--- config.mk ---
export PLATFORM = sky130hd
export DESIGN_NAME = ad9648_spi_responder_flat
export DESIGN_NICKNAME = d
export VERILOG_FILES = /design/src/rtl/ad9648_spi_responder_if.sv /design/src/rtl/ad9648_spi_responder.sv /design/src/flat_wrapper.sv
export SDC_FILE = /design/constraint.sdc
export NUM_CORES = 1
export LEC_CHECK = 0
export ABC_AREA = 1
export CELL_PAD_IN_SITES_DETAIL_PLACEMENT = 0
export CELL_PAD_IN_SITES_GLOBAL_PLACEMENT = 1
export CORE_MARGIN = 3
export CORE_UTILIZATION = 48
export DETAILED_ROUTE_END_ITERATION = 6
export DONT_BUFFER_PORTS = 1
export GPL_ROUTABILITY_DRIVEN = 0
export PLACE_DENSITY_LB_ADDON = 0.1
export SYNTH_ARGS = -nofsm -noshare
export SYNTH_HDL_FRONTEND = slang
export SYNTH_SLANG_ARGS = --single-unit
--- constraint.sdc ---
create_clock -name clk_i -period 2.1 [get_ports clk_i]
set_input_delay 0.21 -clock clk_i [delete_from_list [all_inputs] [get_ports clk_i]]
set_output_delay 0.21 -clock clk_i [all_outputs]
set_load 0.05 [all_outputs]
--- src/rtl/ad9648_spi_responder_if.sv ---
// SPI pin bundle between an AD9648-style configuration master and the responder.
// The master drives SCK/CS/MOSI; the responder answers on MISO with its own enable.
interface ad9648_spi_responder_if;
  logic sck;
  logic cs;
  logic mosi;
  logic miso;
  logic miso_oe;

  modport master (output sck, output cs, output mosi, input miso, input miso_oe);
  modport slave  (input sck, input cs, input mosi, output miso, output miso_oe);
endinterface

--- src/rtl/ad9648_spi_responder.sv ---
// Mode-0 SPI target for 24-bit AD9648 frames: 16-bit instruction plus one data byte,
// with shadow/active register banks, a transfer register at 0xFF and a fixed chip ID at 0x01.
module ad9648_spi_responder #(
  parameter int unsigned RegCount  = 16,
  parameter logic [7:0]  ChipId    = 8'h88,
  parameter int unsigned FrameBits = 24
) (
  input  logic                    clk_i,
  input  logic                    rst_clk_i,
  ad9648_spi_responder_if.slave   spi,
  output logic                    wr_strobe_o,
  output logic [12:0]             wr_addr_o,
  output logic [7:0]              wr_data_o,
  output logic                    update_o,
  output logic                    frame_err_o,
  output logic [RegCount*8-1:0]   active_regs_o
);

  localparam logic [4:0]  InstrLast  = 5'(FrameBits - 9);
  localparam logic [4:0]  FrameLast  = 5'(FrameBits - 1);
  localparam logic [12:0] RegCountW  = 13'(RegCount);
  localparam logic [12:0] AddrChipId = 13'h001;
  localparam logic [12:0] AddrXfer   = 13'h0FF;

  typedef enum logic [2:0] {
    WAIT_CSH,
    IDLE,
    INSTR,
    DATA,
    COMMIT,
    DONE
  } state_e;

  state_e                state_q;
  logic [1:0]            sckSync_q;
  logic [1:0]            csSync_q;
  logic [1:0]            mosiSync_q;
  logic                  sckPrev_q;
  logic                  csPrev_q;
  logic [4:0]            bitCnt_q;
  logic [14:0]           instShift_q;
  logic                  rnw_q;
  logic [12:0]           addr_q;
  logic [7:0]            dataShift_q;
  logic [7:0]            readShift_q;
  logic                  miso_q;
  logic                  misoOe_q;
  logic                  wrStrobe_q;
  logic [12:0]           wrAddr_q;
  logic [7:0]            wrData_q;
  logic                  update_q;
  logic                  frameErr_q;
  logic [RegCount*8-1:0] shadow_q;
  logic [RegCount*8-1:0] active_q;

  logic                  sckS;
  logic                  csS;
  logic                  mosiS;
  logic                  sckRise;
  logic                  sckFall;
  logic                  csFall;
  logic [12:0]           rdAddr;
  logic [7:0]            readByte_d;

  assign sckS    = sckSync_q[1];
  assign csS     = csSync_q[1];
  assign mosiS   = mosiSync_q[1];
  assign sckRise = sckS & ~sckPrev_q;
  assign sckFall = ~sckS & sckPrev_q;
  assign csFall  = ~csS & csPrev_q;

  // Read byte is chosen from the address as it completes on the 16th rising edge.
  always_comb begin
    rdAddr     = {instShift_q[11:0], mosiS};
    readByte_d = 8'h00;
    if (rdAddr == AddrChipId) begin
      readByte_d = ChipId;
    end else if (rdAddr < RegCountW) begin
      for (int i = 0; i < int'(RegCount); i++) begin
        if (rdAddr == 13'(i)) readByte_d = shadow_q[i*8 +: 8];
      end
    end
  end

  always_ff @(posedge clk_i or negedge rst_clk_i) begin
    if (!rst_clk_i) begin
      state_q     <= WAIT_CSH;
      sckSync_q   <= '0;
      csSync_q    <= '0;
      mosiSync_q  <= '0;
      sckPrev_q   <= 1'b0;
      csPrev_q    <= 1'b0;
      bitCnt_q    <= '0;
      instShift_q <= '0;
      rnw_q       <= 1'b0;
      addr_q      <= '0;
      dataShift_q <= '0;
      readShift_q <= '0;
      miso_q      <= 1'b0;
      misoOe_q    <= 1'b0;
      wrStrobe_q  <= 1'b0;
      wrAddr_q    <= '0;
      wrData_q    <= '0;
      update_q    <= 1'b0;
      frameErr_q  <= 1'b0;
      shadow_q    <= '0;
      active_q    <= '0;
    end else begin
      sckSync_q  <= {sckSync_q[0], spi.sck};
      csSync_q   <= {csSync_q[0], spi.cs};
      mosiSync_q <= {mosiSync_q[0], spi.mosi};
      sckPrev_q  <= sckS;
      csPrev_q   <= csS;
      wrStrobe_q <= 1'b0;
      update_q   <= 1'b0;
      frameErr_q <= 1'b0;

      case (state_q)
        WAIT_CSH: begin
          if (csS) state_q <= IDLE;
        end
        IDLE: begin
          if (csFall) begin
            bitCnt_q <= '0;
            state_q  <= INSTR;
          end
        end
        // An SCK edge seen together with CS high is consumed first; CS is a level, so an
        // unfinished frame still aborts on the following cycle.
        INSTR: begin
          if (sckRise) begin
            instShift_q <= {instShift_q[13:0], mosiS};
            bitCnt_q    <= bitCnt_q + 5'd1;
            if (bitCnt_q == InstrLast) begin
              rnw_q       <= instShift_q[14];
              addr_q      <= rdAddr;
              readShift_q <= readByte_d;
              state_q     <= DATA;
            end
          end else if (csS) begin
            frameErr_q <= 1'b1;
            misoOe_q   <= 1'b0;
            miso_q     <= 1'b0;
            state_q    <= IDLE;
          end
        end
        DATA: begin
          if (sckRise) begin
            dataShift_q <= {dataShift_q[6:0], mosiS};
            bitCnt_q    <= bitCnt_q + 5'd1;
            if (bitCnt_q == FrameLast) state_q <= rnw_q ? DONE : COMMIT;
          end else if (sckFall && rnw_q) begin
            miso_q      <= readShift_q[7];
            readShift_q <= {readShift_q[6:0], 1'b0};
            misoOe_q    <= 1'b1;
          end else if (csS) begin
            frameErr_q <= 1'b1;
            misoOe_q   <= 1'b0;
            miso_q     <= 1'b0;
            state_q    <= IDLE;
          end
        end
        // Every write frame strobes, even when the address is not backed by storage.
        COMMIT: begin
          wrStrobe_q <= 1'b1;
          wrAddr_q   <= addr_q;
          wrData_q   <= dataShift_q;
          if (addr_q == AddrXfer) begin
            if (dataShift_q[0]) begin
              active_q <= shadow_q;
              update_q <= 1'b1;
            end
          end else if (addr_q != AddrChipId && addr_q < RegCountW) begin
            for (int i = 0; i < int'(RegCount); i++) begin
              if (addr_q == 13'(i)) shadow_q[i*8 +: 8] <= dataShift_q;
            end
          end
          state_q <= DONE;
        end
        DONE: begin
          if (csS) begin
            misoOe_q <= 1'b0;
            miso_q   <= 1'b0;
            state_q  <= IDLE;
          end
        end
        default: state_q <= WAIT_CSH;
      endcase
    end
  end

  assign spi.miso      = miso_q;
  assign spi.miso_oe   = misoOe_q;
  assign wr_strobe_o   = wrStrobe_q;
  assign wr_addr_o     = wrAddr_q;
  assign wr_data_o     = wrData_q;
  assign update_o      = update_q;
  assign frame_err_o   = frameErr_q;
  assign active_regs_o = active_q;

endmodule

--- src/flat_wrapper.sv ---
// flat-port wrapper written by rule: the top's interface ports become plain ports
module ad9648_spi_responder_flat 
#(
  parameter int unsigned RegCount  = 16,
  parameter logic [7:0]  ChipId    = 8'h88,
  parameter int unsigned FrameBits = 24
)
  (clk_i, rst_clk_i, wr_strobe_o, wr_addr_o, wr_data_o, update_o, frame_err_o, active_regs_o, spi_sck, spi_cs, spi_mosi, spi_miso, spi_miso_oe);
  ad9648_spi_responder_if spi_i ();
  input  logic clk_i;
  input  logic rst_clk_i;
  output logic wr_strobe_o;
  output logic [12:0] wr_addr_o;
  output logic [7:0] wr_data_o;
  output logic update_o;
  output logic frame_err_o;
  output logic [RegCount*8-1:0] active_regs_o;
  input wire logic [$bits(spi_i.sck)-1:0] spi_sck;
  input wire logic [$bits(spi_i.cs)-1:0] spi_cs;
  input wire logic [$bits(spi_i.mosi)-1:0] spi_mosi;
  output wire logic [$bits(spi_i.miso)-1:0] spi_miso;
  output wire logic [$bits(spi_i.miso_oe)-1:0] spi_miso_oe;
  assign spi_i.sck = spi_sck;
  assign spi_i.cs = spi_cs;
  assign spi_i.mosi = spi_mosi;
  assign spi_miso = spi_i.miso;
  assign spi_miso_oe = spi_i.miso_oe;
  ad9648_spi_responder #(.RegCount(RegCount), .ChipId(ChipId), .FrameBits(FrameBits)) u_core (.clk_i(clk_i), .rst_clk_i(rst_clk_i), .spi(spi_i), .wr_strobe_o(wr_strobe_o), .wr_addr_o(wr_addr_o), .wr_data_o(wr_data_o), .update_o(update_o), .frame_err_o(frame_err_o), .active_regs_o(active_regs_o));
endmodule
==> metrics.txt <==
outcome complete, but fails checks; failing checks negative hold slack; final WL 36.8 mm; # setup viols final 0; final setup TNS 0 ns; Hold Buf Count CTS 3; gr ovfl total 0; worst setup path startpoint u_core.instShift_q[10]; post-synthesis sequential area ratio 0.610; max-slew violation count 0; family with the most delay on the worst path simple AND/OR/NAND/NOR gates; share of power burned in registers 0.432; CP Max Fanout 25; cell internal pwr 11.9 mW; initial antenna violation count 0; CP max stage delay 0.35 ns; power per cell area 996 nW/um^2; Core Rows 62; XOR/XNOR share of the synthesized area 0; Required @ worst endpoint 2.50 ns; depth of the most critical reg-to-reg path 15; post-synthesis compound-gate area fraction 0.0940; peak supply drop 0.654 mV; top routing layer used met4; simple-gate share of the synthesized area 0.239; mapped cell area 14100 um^2; RSZ-0062 raised after global routing yes; largest net degree at the start of global routing 344; Vias/cell 5.18; I/O pin cnt 159; Fin. Hold Viols 343; PortBufs 0; Slew @ Worst Pin 0.909 ns; wire length per cell 18.0 um; H-Tree Level Count 2; Max-slew headroom 0.394; cells along the critical path nor2_1, nand2_1, nor2_2, buf_12, buf_6, nand3_1, nand4_1, nor2_1, nand4_1, nor2_2, nand4_1, nand2_1, nand2_1, nand2_1, nand2_1; most used cell, CP nand2_1; Psw 4.44 mW; Worst-Skew Late Latency 0.52 ns; yosys warns 0; startpoint types flip-flop; WP depth 15; # DRC 0; Num CTS Buffers 38; CTS clk-pin slew, worst paths 0.06 ns; Clock Skew 0.0203 ns; max-cap violation count 0; worst r2r dst u_core.readShift_q[3]; DIE HEIGHT 177 um; core area 28800 um^2; P&R area growth vs syn 16.3%; first-pass GRT wire length 58.4 mm; Min-Delay Path Class primary input to asynchronous set/reset pin; Syn Inst Count 1602; number of unique standard cell types used by synthesis 31; Iter 0 DRT Violations 852; die width 177 um; DRT antenna net count 0; initial core utilization 0.489; Hold Slack -0.600 ns; #FFs+latches synth 343; Root Buffer clkbuf_16; layout cells sized above 1 0.110; Net Sw Frac 0.273; TritonCTS clock tree built; slowest CP cell dfrtp_1; Combinational Power Share 0.138; fillers 2623; multi-input combinational cell area 4840 um^2; syn nets 1609; met2 WL 17.2 mm; Layout Utilization 0.569; register area 8580 um^2; period utilisation layout 0.954; mux cell area share after synthesis 0; vias in the first global route 10300; Clock Sinks 343; Nets 1637; combinational family with the most area after synthesis simple AND/OR/NAND/NOR gates; drt pass-1 iters 5; CP arrival 2.41 ns; Fmax 499 MHz; clock network power share 0.430; die footprint 31400 um^2; r2r setup slk 0.1 ns; Final HPWL DP 25.2 mm; post-synthesis adder-cell area fraction 0.00178; leakage power 7.78 nW; Reg-to-Reg Start u_core.instShift_q[10]; Final Non-Filler Cells 2044; Syn Area/Cell 8.78 um^2; kind of critical path flip-flop to flip-flop; dpl cells 1969; Max clock buf depth 3; CP Buf/Inv Count 2; Ant. Diodes 0; wire length on met3 2.09 mm; routed vias 10600; Final min period 2.00 ns; CP Capture Type flip-flop; GRT Total Usage 0.236; M1 WL 16.9 mm
## registers in the layout (all words and copies together), names as in the netlist, 5 cells and up
name / flops
u_core.shadow_q: 128
u_core.instShift_q: 15
u_core.addr_q: 13
u_core.wr_addr_o: 13
u_core.wr_data_o: 8
u_core.dataShift_q: 8
u_core.active_regs_o: 128
u_core.bitCnt_q: 5
u_core.readShift_q: 8
## area by class of cell
class,count,share of cell area
multi-input cells,1067,0.296
clock inverters,16,0.0130
inverters,112,0.0258
well taps,384,0.0294
flip-flops and latches,343,0.525
clock buffers,54,0.0687
repair buffers,68,0.0428
## worst max path at each step
| stage | slack [ns] | to |
|---|---|---|
| 2_1_floorplan | 0.34 | u_core.readShift_q[5] |
| 3_3_place_gp | 0.06 | u_core.readShift_q[0] |
| 3_5_place_dp | -0.004 | u_core.readShift_q[3] |
| 4_1_cts | 0.01 | u_core.readShift_q[3] |
| 5_1_grt | -0.11 | u_core.readShift_q[3] |
| 6_report | 0.1 | u_core.readShift_q[3] |
## worst reg2reg max path, delay by kind of cell, from the launching register on
| kind | cells | cell delay, ns |
|---|---|---|
| simple gates | 13 | 1.20 |
| flops | 1 | 0.35 |
| buf+inv | 2 | 0.33 |
## Yosys cell counts (all sizes together)
| cell type | number | area share |
|---|---|---|
| nor4 | 20 | 0.015 |
| nand2 | 617 | 0.17 |
| a21oi | 19 | 0.0070 |
| inv | 112 | 0.030 |
| ha | 2 | 0.0018 |
| nor2 | 89 | 0.027 |
| o21ai | 235 | 0.084 |
| a211oi | 2 | 0.0011 |
| o22ai | 1 | 0.00044 |
| buf | 30 | 0.012 |
| nand4 | 27 | 0.012 |
| a311oi | 1 | 0.00062 |
| clkbuf | 50 | 0.013 |
| a221oi | 1 | 0.00062 |
| nor3 | 14 | 0.0064 |
| nand3 | 38 | 0.014 |
| o2111ai | 1 | 0.00062 |
| dfrtp | 343 | 0.61 |
## cells in the final DEF (no fill, tap or decap), types with 2 or more instances in the layout
cell type	instances
nand4_1	27
inv_1	102
nor2_1	71
clkinvlp_4	3
buf_6	2
buf_4	49
nand3_2	3
clkbuf_1	8
nand2_2	4
dfrtp_1	343
nor4_4	5
dlygate4sd3_1	3
nor2_4	6
nor3_4	4
bufinv_16	5
o21ai_2	2
buf_12	14
clkbuf_8	5
nor4_1	14
a21oi_1	17
a21oi_2	2
nand2_1	609
clkinv_2	8
nand3_1	35
o21ai_1	34
nor3_1	9
nor2_2	12
o21ai_0	199
clkbuf_16	41
inv_2	9
ha_1	2
nand2_4	3
## logic make-up after synthesis
| kind of cell | after synthesis |
|---|---|
| and+or+nand+nor | 805 |
| DFF | 343 |
| AOI/OAI and AO/OA | 260 |
| buffers and inverters | 192 |
| adders and majority gates | 2 |
## repair_timing
action / in CTS / in global routing
setup endpoints to repair: 2 / 59
hold endpoints to repair: 346 / 343
buffers inserted: 0 / 2
resized for setup: 2 / 36
pin swaps: 0 / 12
## stage by stage
| step | setup slack, ns | hold WS (ns) | power [mW] | instance area, um^2 |
|---|---|---|---|---|
| 6_report | 0.0961 | -0.600 | 16.3 | 16400 |
| 2_1_floorplan | 0.342 | -0.0856 | 8.39 | 14100 |
| 3_3_place_gp | 0.0617 | -0.0786 | 9.22 | 14800 |
| 3_5_place_dp | -0.00377 | -0.0773 | 9.23 | 14800 |
| 5_1_grt | -0.106 | -0.623 | 17.0 | 16400 |
| 4_1_cts | 0.0148 | -0.616 | 16.3 | 16200 |
## metal layers
layer	vias to the layer above	GRT usage
met5	-	0
met4	0	0.0524
met3	54	0.0416
met2	278	0.377
met1	5079	0.340
li1	5182	-
## power groups by stage
stage	combinational (mW)	sequential, mW	clock [mW]
after floorplan	1.27	7.12	0
after global placement	2.08	7.14	0
after detailed placement	2.08	7.14	0
after CTS	2.10	7.03	7.15
after global routing	2.49	7.06	7.41
final	2.26	7.03	7.01
No activity file was read; power rests on OpenSTA's default activity.
